==> config.mk <==
export PLATFORM = sky130hd
export DESIGN_NAME = cam_pixel_axis_packer
export DESIGN_NICKNAME = d
export VERILOG_FILES = /design/src/rtl/cam_pixel_axis_packer_pkg.sv /design/src/rtl/cam_pixel_axis_packer_axis_sync_fifo.sv /design/src/rtl/cam_pixel_axis_packer.sv
export SDC_FILE = /design/constraint.sdc
export NUM_CORES = 1
export LEC_CHECK = 0
export ABC_CLOCK_PERIOD_IN_PS = 8400
export CAP_MARGIN = 0
export CORE_MARGIN = 2
export CORE_UTILIZATION = 30
export DETAILED_ROUTE_END_ITERATION = 8
export RECOVER_POWER = 50
export SYNTH_ARGS = -nofsm -noshare
export SYNTH_HDL_FRONTEND = slang
export SYNTH_SLANG_ARGS = --single-unit
==> constraint.sdc <==
create_clock -name M_AXIS_ACLK -period 8.4 [get_ports M_AXIS_ACLK]
set_input_delay 0.84 -clock M_AXIS_ACLK [delete_from_list [all_inputs] [get_ports M_AXIS_ACLK]]
set_output_delay 0.84 -clock M_AXIS_ACLK [all_outputs]
set_load 0.02 [all_outputs]
==> src/rtl/cam_pixel_axis_packer_pkg.sv <==
// Shared definitions for the camera pixel packer and its beat FIFO.
//   PIX_W / LANES   : pixel width and pixel lanes per 32-bit beat
//   state_t         : packer FSM states (RUN packs pixels, DROP discards until frame start)
//   entry_t         : FIFO entry layout {user, last, strb, data}
//   lane_mask()     : valid-lane mask for a word whose highest written lane is 'top'
package cam_pixel_axis_packer_pkg;

  localparam int PIX_W   = 8;
  localparam int LANES   = 4;
  localparam int DATA_W  = PIX_W * LANES;
  localparam int ENTRY_W = 1 + 1 + LANES + DATA_W;

  typedef enum logic {
    ST_RUN  = 1'b0,
    ST_DROP = 1'b1
  } state_t;

  typedef struct packed {
    logic              user;
    logic              last;
    logic [LANES-1:0]  strb;
    logic [DATA_W-1:0] data;
  } entry_t;

  function automatic logic [LANES-1:0] lane_mask(input logic [1:0] top);
    logic [LANES-1:0] m;
    case (top)
      2'd0:    m = 4'h1;
      2'd1:    m = 4'h3;
      2'd2:    m = 4'h7;
      default: m = 4'hF;
    endcase
    return m;
  endfunction

endpackage

==> src/rtl/cam_pixel_axis_packer_axis_sync_fifo.sv <==
// Synchronous first-word-fall-through FIFO.
//   clk, rst        : clock, synchronous active-high reset (clears pointers)
//   push, wr_data   : write request; accepted when !full or when pop is also high
//   pop             : read request; ignored while empty
//   rd_data         : head entry, forced to zero while empty
//   full, empty     : status, resolved by the extra pointer MSB
module axis_sync_fifo #(
  parameter int WIDTH = 38,
  parameter int DEPTH = 16
) (
  input  logic             clk,
  input  logic             rst,
  input  logic             push,
  input  logic [WIDTH-1:0] wr_data,
  input  logic             pop,
  output logic [WIDTH-1:0] rd_data,
  output logic             full,
  output logic             empty
);

  localparam int AW = $clog2(DEPTH);

  logic [WIDTH-1:0] mem [DEPTH];
  logic [AW:0]      wr_ptr;
  logic [AW:0]      rd_ptr;
  logic             push_ok;
  logic             pop_ok;

  assign empty   = (wr_ptr == rd_ptr);
  assign full    = (wr_ptr[AW] != rd_ptr[AW]) && (wr_ptr[AW-1:0] == rd_ptr[AW-1:0]);
  assign pop_ok  = pop && !empty;
  // A full FIFO still takes a push when the head leaves in the same cycle.
  assign push_ok = push && (!full || pop_ok);
  assign rd_data = empty ? '0 : mem[rd_ptr[AW-1:0]];

  always_ff @(posedge clk) begin
    if (rst) begin
      wr_ptr <= '0;
      rd_ptr <= '0;
    end else begin
      if (push_ok) wr_ptr <= wr_ptr + 1'b1;
      if (pop_ok)  rd_ptr <= rd_ptr + 1'b1;
    end
  end

  always_ff @(posedge clk) begin
    if (push_ok) mem[wr_ptr[AW-1:0]] <= wr_data;
  end

endmodule

==> src/rtl/cam_pixel_axis_packer.sv <==
// Camera pixel packer: packs four 8-bit pixels per 32-bit beat, buffers beats
// in a FWFT FIFO and drives them as an AXI4-Stream master.
//   M_AXIS_ACLK / M_AXIS_ARESET : clock, synchronous active-high reset
//   pix_valid/pix_data/pix_sof/pix_eol : pixel input with frame/line markers
//   ovf_clr        : clears ovf_sticky
//   M_AXIS_T*      : AXI4-Stream master (TLAST = end of line, TUSER = start of frame)
//   ovf_sticky     : a beat was lost because the FIFO was full
//   sof_err_cnt    : saturating count of frame starts that cut a partial word
//   frame_cnt      : handshaked TUSER beats, wrapping
module cam_pixel_axis_packer
  import cam_pixel_axis_packer_pkg::*;
#(
  parameter int C_M_AXIS_TDATA_WIDTH = 32,
  parameter int FIFO_DEPTH           = 16
) (
  input  logic                              M_AXIS_ACLK,
  input  logic                              M_AXIS_ARESET,
  input  logic                              pix_valid,
  input  logic [7:0]                        pix_data,
  input  logic                              pix_sof,
  input  logic                              pix_eol,
  input  logic                              ovf_clr,
  output logic                              M_AXIS_TVALID,
  input  logic                              M_AXIS_TREADY,
  output logic [C_M_AXIS_TDATA_WIDTH-1:0]   M_AXIS_TDATA,
  output logic [C_M_AXIS_TDATA_WIDTH/8-1:0] M_AXIS_TSTRB,
  output logic                              M_AXIS_TLAST,
  output logic                              M_AXIS_TUSER,
  output logic                              ovf_sticky,
  output logic [7:0]                        sof_err_cnt,
  output logic [15:0]                       frame_cnt
);

  state_t     state_q, state_d;
  logic [1:0] cnt_q;
  logic [7:0] lane_q [3];
  logic       user_q;
  logic       word_vld_q;
  entry_t     word_q;

  logic       ovf_q;
  logic [7:0] sof_err_q;
  logic [15:0] frame_q;

  logic       fifo_full, fifo_empty, pop;
  entry_t     head;

  logic       refused, accept, complete, sof_err_inc;
  logic [1:0] eff_cnt;
  entry_t     word_d;

  // Completed words sit one cycle in word_q before entering the FIFO.
  axis_sync_fifo #(
    .WIDTH (ENTRY_W),
    .DEPTH (FIFO_DEPTH)
  ) u_fifo (
    .clk     (M_AXIS_ACLK),
    .rst     (M_AXIS_ARESET),
    .push    (word_vld_q),
    .wr_data (word_q),
    .pop     (pop),
    .rd_data (head),
    .full    (fifo_full),
    .empty   (fifo_empty)
  );

  assign pop = !fifo_empty && M_AXIS_TREADY;

  always_comb begin
    state_d     = state_q;
    refused     = word_vld_q && fifo_full && !pop;
    // A refused push also throws away the pixel of that cycle.
    accept      = pix_valid && !refused && ((state_q == ST_RUN) || pix_sof);
    eff_cnt     = pix_sof ? 2'd0 : cnt_q;
    sof_err_inc = accept && pix_sof && (cnt_q != 2'd0);
    complete    = accept && ((eff_cnt == 2'd3) || pix_eol);

    word_d      = '0;
    for (int unsigned i = 0; i < 3; i++) begin
      if (2'(i) < eff_cnt) word_d.data[i*8 +: 8] = lane_q[i];
    end
    word_d.data[{eff_cnt, 3'b000} +: 8] = pix_data;
    word_d.strb = lane_mask(eff_cnt);
    word_d.last = pix_eol;
    word_d.user = (eff_cnt == 2'd0) ? pix_sof : user_q;

    if (refused) begin
      state_d = ST_DROP;
    end else if ((state_q == ST_DROP) && pix_valid && pix_sof) begin
      state_d = ST_RUN;
    end
  end

  always_ff @(posedge M_AXIS_ACLK) begin
    if (M_AXIS_ARESET) begin
      state_q    <= ST_RUN;
      cnt_q      <= '0;
      user_q     <= 1'b0;
      word_vld_q <= 1'b0;
      word_q     <= '0;
      ovf_q      <= 1'b0;
      sof_err_q  <= '0;
      frame_q    <= '0;
      for (int unsigned i = 0; i < 3; i++) lane_q[i] <= '0;
    end else begin
      state_q    <= state_d;
      word_vld_q <= complete;
      if (complete) word_q <= word_d;

      if (refused || (state_q == ST_DROP && !accept)) begin
        cnt_q <= '0;
      end else if (accept) begin
        cnt_q <= complete ? 2'd0 : eff_cnt + 2'd1;
        if (eff_cnt == 2'd0) user_q <= pix_sof;
        for (int unsigned i = 0; i < 3; i++) begin
          if (eff_cnt == 2'(i)) lane_q[i] <= pix_data;
        end
      end

      if (refused)      ovf_q <= 1'b1;
      else if (ovf_clr) ovf_q <= 1'b0;

      if (sof_err_inc && (sof_err_q != 8'hFF)) sof_err_q <= sof_err_q + 8'd1;

      if (pop && head.user) frame_q <= frame_q + 16'd1;
    end
  end

  assign M_AXIS_TVALID = !fifo_empty;
  assign M_AXIS_TDATA  = head.data;
  assign M_AXIS_TSTRB  = head.strb;
  assign M_AXIS_TLAST  = head.last;
  assign M_AXIS_TUSER  = head.user;
  assign ovf_sticky    = ovf_q;
  assign sof_err_cnt   = sof_err_q;
  assign frame_cnt     = frame_q;

endmodule

**Yosys cells after proc, flatten, opt, wreduce, memory -nomap -nowiden**

Memory sizes are Yosys's and may differ from the RTL's. A register that Yosys moved wholly into a read port is not among the register bits.
Index checks and enable logic that the tools add are counted.

- Eq/ne operators: 7
- Mux-type cells: 37
- Add/subtract/negate cells: 6
- Shift-type cells: 2
- Reduce and logical (&&, ||, !) cells: 31
- Bitwise operators: 5
- Order comparisons: 3

Operator list:

| operator | count |
|---|---|
| $mux W8 | 6 |
| $mux W38 | 1 |
| $bwmux W32 | 1 |
| $shift A8 B7 Y32 const A | 1 |
| $shiftx A8 B7 Y32 | 1 |
| $mux W1 | 24 |
| $add A16 B1 Y16 const B | 1 |
| $logic_and A1 B1 Y1 | 16 |
| $pmux W4 S3 | 1 |
| $add A5 B1 Y5 const B | 2 |
| $add A8 B1 Y8 const B | 1 |
| $mux W4 | 2 |
| $ne A8 B8 Y1 const B | 1 |
| $neg A5 Y7 | 1 |
| $reduce_bool A2 Y1 | 3 |
| $eq A5 B5 Y1 | 1 |
| $logic_not A1 Y1 | 5 |
| $eq A2 B2 Y1 const B | 2 |
| $eq A4 B4 Y1 | 1 |
| $logic_or A1 B1 Y1 | 4 |
| $lt A1 B2 Y1 const A | 2 |
| $mux W2 | 2 |
| $or A1 B1 Y1 | 3 |
| $add A2 B1 Y2 const B | 1 |
| other kinds (7) | 8 |

- Memory bits (writable): 632
- Word-level logic and storage cells: 106
- Bits in registers: 78
- Memories: 2
- Output and inout port bits: 64
- Input bits: 15

Memories:

| name | depth | width | rd ports | clocked after memory_dff | wr ports | line | RTL |
|---|---|---|---|---|---|---|---|
| u_fifo.mem | 16 | 38 | 1 | 1 | 1 | cam_pixel_axis_packer_axis_sync_fifo.sv:23 | `logic [WIDTH-1:0] mem [DEPTH];` |
| lane_q | 3 | 8 | 3 | 0 | 3 | cam_pixel_axis_packer.sv:36 | `logic [7:0] lane_q [3];` |

**Longest topological paths before layout**

Gate-level depths: netlist of run 1.

- Depth after elaboration: 15
- Gate-level depth with buffers: 9
- Mapped depth without buffers: 8

**Hierarchy**

A second synthesis of run 1 with hierarchy kept.

- Cells, all modules: 1,392
- Area, all modules: 27,357.5 um^2

By module, submodules not included:

| module | instances | area each (um^2) | seq. area each (um^2) | cells each |
|---|---|---|---|---|
| axis_sync_fifo | 1 | 23,480.0 | 18,537.8 | 1,021 |
| cam_pixel_axis_packer | 1 | 3,877.5 | 2,082.0 | 371 |

**Worst setup path before layout of run 1**

OpenSTA, ideal clock, no wires.

- Path type: input -> register
- Start point: input port M_AXIS_TREADY
- End point: memory u_fifo.mem[2][0] (enable)
- Data arrival time: 4,145 ps
- Path buffers: 1
- Data required time: 7,919 ps
- Library setup time: 481 ps
- Path slack: 3,775 ps
- Stages: 5
- Path through: nor2b_1 -> buf_2 -> a21oi_1 -> nand2_1 -> nor3_1

- Word-level cells in the longest chain between the ends: 6

RTL lines:

| item | line | RTL |
|---|---|---|
| start: declaration | cam_pixel_axis_packer.sv:24 | `input logic M_AXIS_TREADY,` |
| $logic_and A1 B1 Y1 | cam_pixel_axis_packer.sv:67 | `assign pop = !fifo_empty && M_AXIS_TREADY;` |
| $logic_and A1 B1 Y1 | cam_pixel_axis_packer_axis_sync_fifo.sv:31 | `assign pop_ok = pop && !empty;` |
| $logic_or A1 B1 Y1 | cam_pixel_axis_packer_axis_sync_fifo.sv:33 | `assign push_ok = push && (!full \|\| pop_ok);` |
| $logic_and A1 B1 Y1 | cam_pixel_axis_packer_axis_sync_fifo.sv:33 |  |
| $mux W1 | cam_pixel_axis_packer_axis_sync_fifo.sv:47 | `if (push_ok) mem[wr_ptr[AW-1:0]] <= wr_data;` |
| $mux W1 (not written as such) | cam_pixel_axis_packer_axis_sync_fifo.sv:47 |  |
| end: declaration | cam_pixel_axis_packer_axis_sync_fifo.sv:23 |  |

Every way passes these cells.

==> results.json, run 1 <==
{
  "status": "finished with violations",
  "violations": "max-capacitance violations, max-slew violations",
  "post_cts_resized": 0,
  "crit_required_ns": 7.56,
  "yosysTopAreaCell": "edfxtp_1",
  "holdCritPathClass": "flop to flop",
  "fp.dieW_um": 307,
  "post_drt_wl_per_cell_um": 23.7,
  "synth_seq_area_share": 0.747,
  "hold_viol_final": 0,
  "via_per_inst": 5.00,
  "ant_nets": 0,
  "synth_nets": 1384,
  "drive_gt1_frac": 0.228,
  "drc_errors": 0,
  "met1_length_mm": 28.1,
  "arrival_ns": 4.36,
  "p_leak_nw": 9.77,
  "setup_violations": 0,
  "synthCells": 1356,
  "fillers": 8397,
  "post-route-util": 0.352,
  "dr.max_layer_used": "met5",
  "start_util": 0.302,
  "syn_area_mm2": 0.0276,
  "dr_wl_met3_mm": 4.62,
  "grt_max_degree": 93,
  "cts.clk_slew.worst_paths_ns": 0.06,
  "gp_congestion": 0.764,
  "crit_path_start_kind": "flop",
  "synthArstFlopShare": 0,
  "die_height_um": 307,
  "vias": 13526,
  "clockBufferDepth": 3,
  "grt_usage": 0.136,
  "cts_root_buffer": "clkbuf_16",
  "coreArea_mm2": 0.0914,
  "irDropWorstVdd_v": 0.000153,
  "grt_pass1_wl_mm": 94.2,
  "finalMaxSlewViolations": 57,
  "crit_path_max_fanout": 68,
  "crit_path_end_kind": "primary output",
  "finalCritPeriodShare": 0.619,
  "port_buffers": 78,
  "avgSynthCellArea_um2": 20.4,
  "cts_tree": "yes",
  "dieArea_mm2": 0.0945,
  "max-slew-margin-rel": -0.686,
  "crit_type": "flop to primary output",
  "ys.flop_type": "edfxtp_1",
  "fmax_mhz": 192,
  "post_cts_buffers": 0,
  "grt_pass1_vias": 14080,
  "rsz0062_at_grt": "no",
  "overflow": 0,
  "clk_latency_ns": 0.62,
  "rows": 111,
  "cts_hold_buf": 0,
  "dr.pass1.iters": 5,
  "drv_cap": 1,
  "finalWirelength_mm": 64.0,
  "synth_cell_types": 47,
  "antenna_found_initial": 9,
  "tns_ns": 0,
  "power.density_mw_per_mm2": 234,
  "yosysTopAreaCellShare": 0.687,
  "dpl.hpwl_mm": 31.6,
  "ctsHtreeMaxLevel": 3,
  "finClkSkew_ns": 0.0179,
  "synth-seq-cells": 714,
  "ys_warn_count": 0,
  "num_io_pins": 79,
  "synth_area_leaders": "edfxtp_1 (69%), mux4_2 (15%), dfxtp_1 (5.9%), nor2b_1 (0.88%), nor2_1 (0.87%)",
  "cts_num_sinks": 714,
  "fin_nets": 1488,
  "post-route-min-period_ns": 5.20,
  "drt_iter0_markers": 1133,
  "tightestPinTransition_ns": 2.53,
  "r2r_slack_ns": 4.28,
  "dr_wl_met2_mm": 30.2,
  "numCtsBuffers": 72,
  "area_growth_pct": 16.4,
  "synth_edf_count": 632
}
==> power by group <==
group,leakage (nW),switching (mW),internal [mW]
clock network,1.12,1.36,1.76
registers,6.53,0.0539,3.88
logic,2.12,0.241,0.240
total,9.77,1.65,5.89
==> Yosys cell counts (6+ instances only) <==
cell and instances:
or4_1 16, clkbuf_1 34, nor2_1 64, ha_1 13, a211oi_1 27, nor3_1 10
nand2b_1 7, buf_2 28, edfxtp_1 632, a21oi_1 28, nand4_1 7, nand3_1 10
mux4_2 189, nand2_1 16, xnor2_1 7, o31ai_1 15, or3_1 6, mux2i_1 9
xor2_1 6, and2_1 10, dfxtp_1 82, a22o_1 8, nor2b_1 39, a22oi_1 24
inv_1 15, o21ai_0 12
==> critical path, cell delays in order (launching register included) <==
cell and delay (ns):
dfxtp_4 1.00, buf_4 0.88, mux4_2 0.41, mux4_2 0.52
nor2b_1 0.16, clkdlybuf4s50_1 0.58
==> state kept, by name, indices dropped and copies added, names as in the netlist, named ones only <==
name and count:
ovf_sticky 1, u_fifo.wr_ptr 5, u_fifo.rd_ptr 5, u_fifo.mem 608, state_q 1, user_q 1, frame_cnt 16, word_vld_q 1
word_q 38, cnt_q 2, lane_q 24, sof_err_cnt 8
==> through the flow <==
| step | hold WS (ns) | cells | setup WS, ns | cell area [µm²] | power [mW] |
|---|---|---|---|---|---|
| after floorplan | 0.453 | 1356 | 3.77 | 27600 | 4.34 |
| after global placement | 0.465 | 2571 | 3.84 | 29900 | 4.50 |
| after detailed placement | 0.469 | 2571 | 3.78 | 29900 | 4.51 |
| after CTS | 0.481 | 2702 | 3.12 | 32200 | 7.63 |
| after global routing | 0.507 | 2703 | 3.03 | 32200 | 7.80 |
| final | 0.481 | 2704 | 3.20 | 32200 | 7.54 |
==> layout by cell type (no fill, tap or decap), types with 4 or more instances in the layout <==
master	n
a211oi_1	27
a21oi_1	28
a22o_1	8
a22oi_1	24
and2_0	8
and3_1	4
buf_4	23
clkbuf_1	19
clkbuf_16	75
clkdlybuf4s50_1	51
clkinv_1	9
clkinv_2	14
clkinvlp_4	4
dfxtp_1	78
dlygate4sd3_1	26
edfxtp_1	632
ha_1	13
inv_1	15
mux2i_1	9
mux4_2	189
nand2_1	16
nand2b_1	7
nand3_1	10
nand4_1	7
nor2_1	51
nor2_4	13
nor2b_1	39
nor3_1	6
nor3_2	5
o21ai_0	13
o31ai_1	15
or3_1	6
or4_1	16
xnor2_1	7
xor2_1	6
==> logic make-up (layout without fill, tap and decap cells) <==
logic type	count (synthesis)	in the layout	synth area share
buffers and inverters	89	250	0.0149
AND/OR/NAND/NOR	197	197	0.0377
other	0	1	0
multiplexers	200	200	0.158
adder cells (fa/ha/maj)	13	13	0.00589
flip-flops	714	714	0.747
AO/OA/AOI/OAI	130	130	0.0326
XOR/XNOR	13	13	0.00412
==> worst paths after layout <==
path | startpoint | endpoint | cells after the start
max | flop | M_AXIS_TDATA[0] | 5
min | ovf_sticky | ovf_sticky | 2
max reg2reg | u_fifo.wr_ptr[2] | word_q[31] | 6
min reg2reg | ovf_sticky | ovf_sticky | 2
==> area by class of cell <==
class	count	area (µm²)	area share
timing repair buffer	104	976	0.0303
multi-input combinational	553	6720	0.209
antenna	1	2.50	0.0000778
sequential	714	20600	0.642
clock buffer	94	1970	0.0612
inverter	15	56.3	0.00175
clock inverter	37	323	0.0100
tap	1186	1480	0.0461
==> routing by layer <==
layer,up-vias,global-route usage
met5,-,0
met4,16,0.0269
met3,94,0.0398
met2,395,0.215
met1,7201,0.186
li1,5820,-
No activity file was read; power rests on OpenSTA's default activity.
==> inputs of run 2 (changes only) <==
ABC_CLOCK_PERIOD_IN_PS = 4600   (was 8400)
clock period = 4.6 ns   (was 8.4 ns; I/O delays follow)
==> results.json, run 2 (same netlist as run 1, synthesis figures left out) <==
{
  "clk_latency_ns": 0.61,
  "slowest_delay_ns": 0.63,
  "cts_num_sinks": 714,
  "placed_cells": 2590,
  "crit_family": "multiplexers",
  "coreArea_mm2": 0.0914,
  "setup_violations": 0,
  "pwr-share-clk": 0.415,
  "port_buffers": 78,
  "final_area_mm2": 0.0325,
  "pwr-share-seq": 0.520,
  "start_util": 0.302,
  "final_cells": 2726,
  "worst_slack_ns": 0.547,
  "cts.clk_slew.worst_paths_ns": 0.07,
  "arrival_ns": 3.59,
  "largest_reg_flops": 608,
  "dpl_worst_slack_ns": 1.14,
  "final-seq-area_mm2": 0.0206,
  "power.density_mw_per_mm2": 426,
  "power_mw": 13.9,
  "place_area_mm2": 0.0301,
  "p_sw_mw": 2.97,
  "overflow": 0,
  "finalWirelength_mm": 64.0,
  "post_cts_buffers": 0,
  "die_height_um": 307,
  "layout_commonest_cell": "edfxtp_1",
  "area_growth_pct": 17.6,
  "use_met3": 0.0273,
  "grt_usage": 0.135,
  "path_buf_inv": 2,
  "met1_usage": 0.185,
  "holdCritPathClass": "primary input to flop",
  "dieArea_mm2": 0.0945,
  "fmax_mhz": 247,
  "hold_viol_final": 0,
  "grt_pass1_wl_mm": 94.3,
  "intPower_mw": 10.9,
  "p_leak_nw": 9.92,
  "vias": 13640,
  "gp_congestion": 0.791,
  "met2_usage": 0.220,
  "ctsHtreeMaxLevel": 3,
  "crit_type": "flop to primary output",
  "via_per_inst": 5.00,
  "tns_ns": 0,
  "post_cts_resized": 0,
  "cts_tree": "yes",
  "ant_nets": 0,
  "drt_iter0_markers": 1271,
  "numCtsBuffers": 74,
  "irDropWorstVdd_v": 0.000265,
  "cts_hold_buf": 0,
  "post_drt_wl_per_cell_um": 23.5,
  "drive_gt1_frac": 0.234,
  "cp_slowest_cell": "dfxtp_4",
  "dr.pass1.iters": 5,
  "clockBufferDepth": 3,
  "multiInputGateArea_mm2": 0.00672,
  "drc_errors": 0,
  "fp.dieW_um": 307,
  "r2r_slack_ns": 1.47,
  "grt_max_degree": 56,
  "rows": 111,
  "rsz0062_at_grt": "no",
  "max-slew-margin-rel": 0.157,
  "finClkSkew_ns": 0.0206,
  "status": "complete, no violations",
  "p_sw_frac": 0.214,
  "grt_pass1_vias": 14233,
  "crit_path_end_kind": "primary output",
  "grt_busiest_layer": "met2",
  "crit_required_ns": 4.14,
  "fin_nets": 1508,
  "cts_root_buffer": "clkbuf_16",
  "drv_cap": 0,
  "combPwrFrac": 0.065,
  "finalMaxSlewViolations": 0,
  "dpl.hpwl_mm": 34.5,
  "num_io_pins": 79,
  "finalCritPeriodShare": 0.881,
  "worstReg2RegStart": "u_fifo.wr_ptr[2]",
  "crit_path_max_fanout": 32,
  "tightestPinTransition_ns": 1.26,
  "crit_path_start_kind": "flop",
  "path_cells": "buf_4 > mux4_2 > mux2i_1 > mux2_2 > nor2_1 > clkdlybuf4s50_1",
  "min_from": "M_AXIS_ARESET",
  "fillers": 8368,
  "final_cell_mix": "edfxtp_1 (632), mux4_2 (189), dfxtp_1 (78), clkbuf_16 (77)",
  "antenna_found_initial": 8,
  "post-route-min-period_ns": 4.05
}
==> run 2: cell types whose count changed in the layout (fill, tap and decap cells not counted), moves of 3 or more <==
cell        before  now
diode_2          1    4
buf_12           1   12
clkinvlp_4       4    1
buf_4           23   32
clkinv_2        14    6
clkbuf_8         2    5
clkbuf_1        19   26
==> run 2: final cells by class <==
class | instances | area share
diodes | 4 | 0.000308
clock buffers | 108 | 0.0645
clock inverters | 24 | 0.00713
inverters | 15 | 0.00173
multi-input cells | 553 | 0.207
flip-flops and latches | 714 | 0.635
well taps | 1186 | 0.0457
repair buffers | 122 | 0.0387
==> run 2: power groups by stage <==
stage	clock (mW)	combinational (mW)	sequential, mW
6_report	5.75	0.902	7.20
5_1_grt	6.11	0.979	7.21
4_1_cts	5.87	0.933	7.20
3_5_place_dp	0	0.929	7.34
3_3_place_gp	0	0.923	7.32
2_1_floorplan	0	0.642	7.28
==> run 2: worst paths after layout <==
check,end,cells past startpoint
max,M_AXIS_TUSER,6
min,u_fifo.wr_ptr[3],2
max reg2reg,u_fifo.mem[10][21],6
min reg2reg,ovf_sticky,2
==> run 2: metrics by stage <==
step	hold WS, ns	utilization
2_1_floorplan	0.453	-
3_3_place_gp	0.463	0.330
3_5_place_dp	0.467	0.330
4_1_cts	0.252	0.355
5_1_grt	0.302	0.355
6_report	0.282	0.355
==> run 2: routing by layer <==
metal / vias up / share of wire
met4: 10 / 0.020
met1: 7233 / 0.43
li1: 5872 / -
met2: 423 / 0.48
met3: 102 / 0.067
met5: - / 0.00091
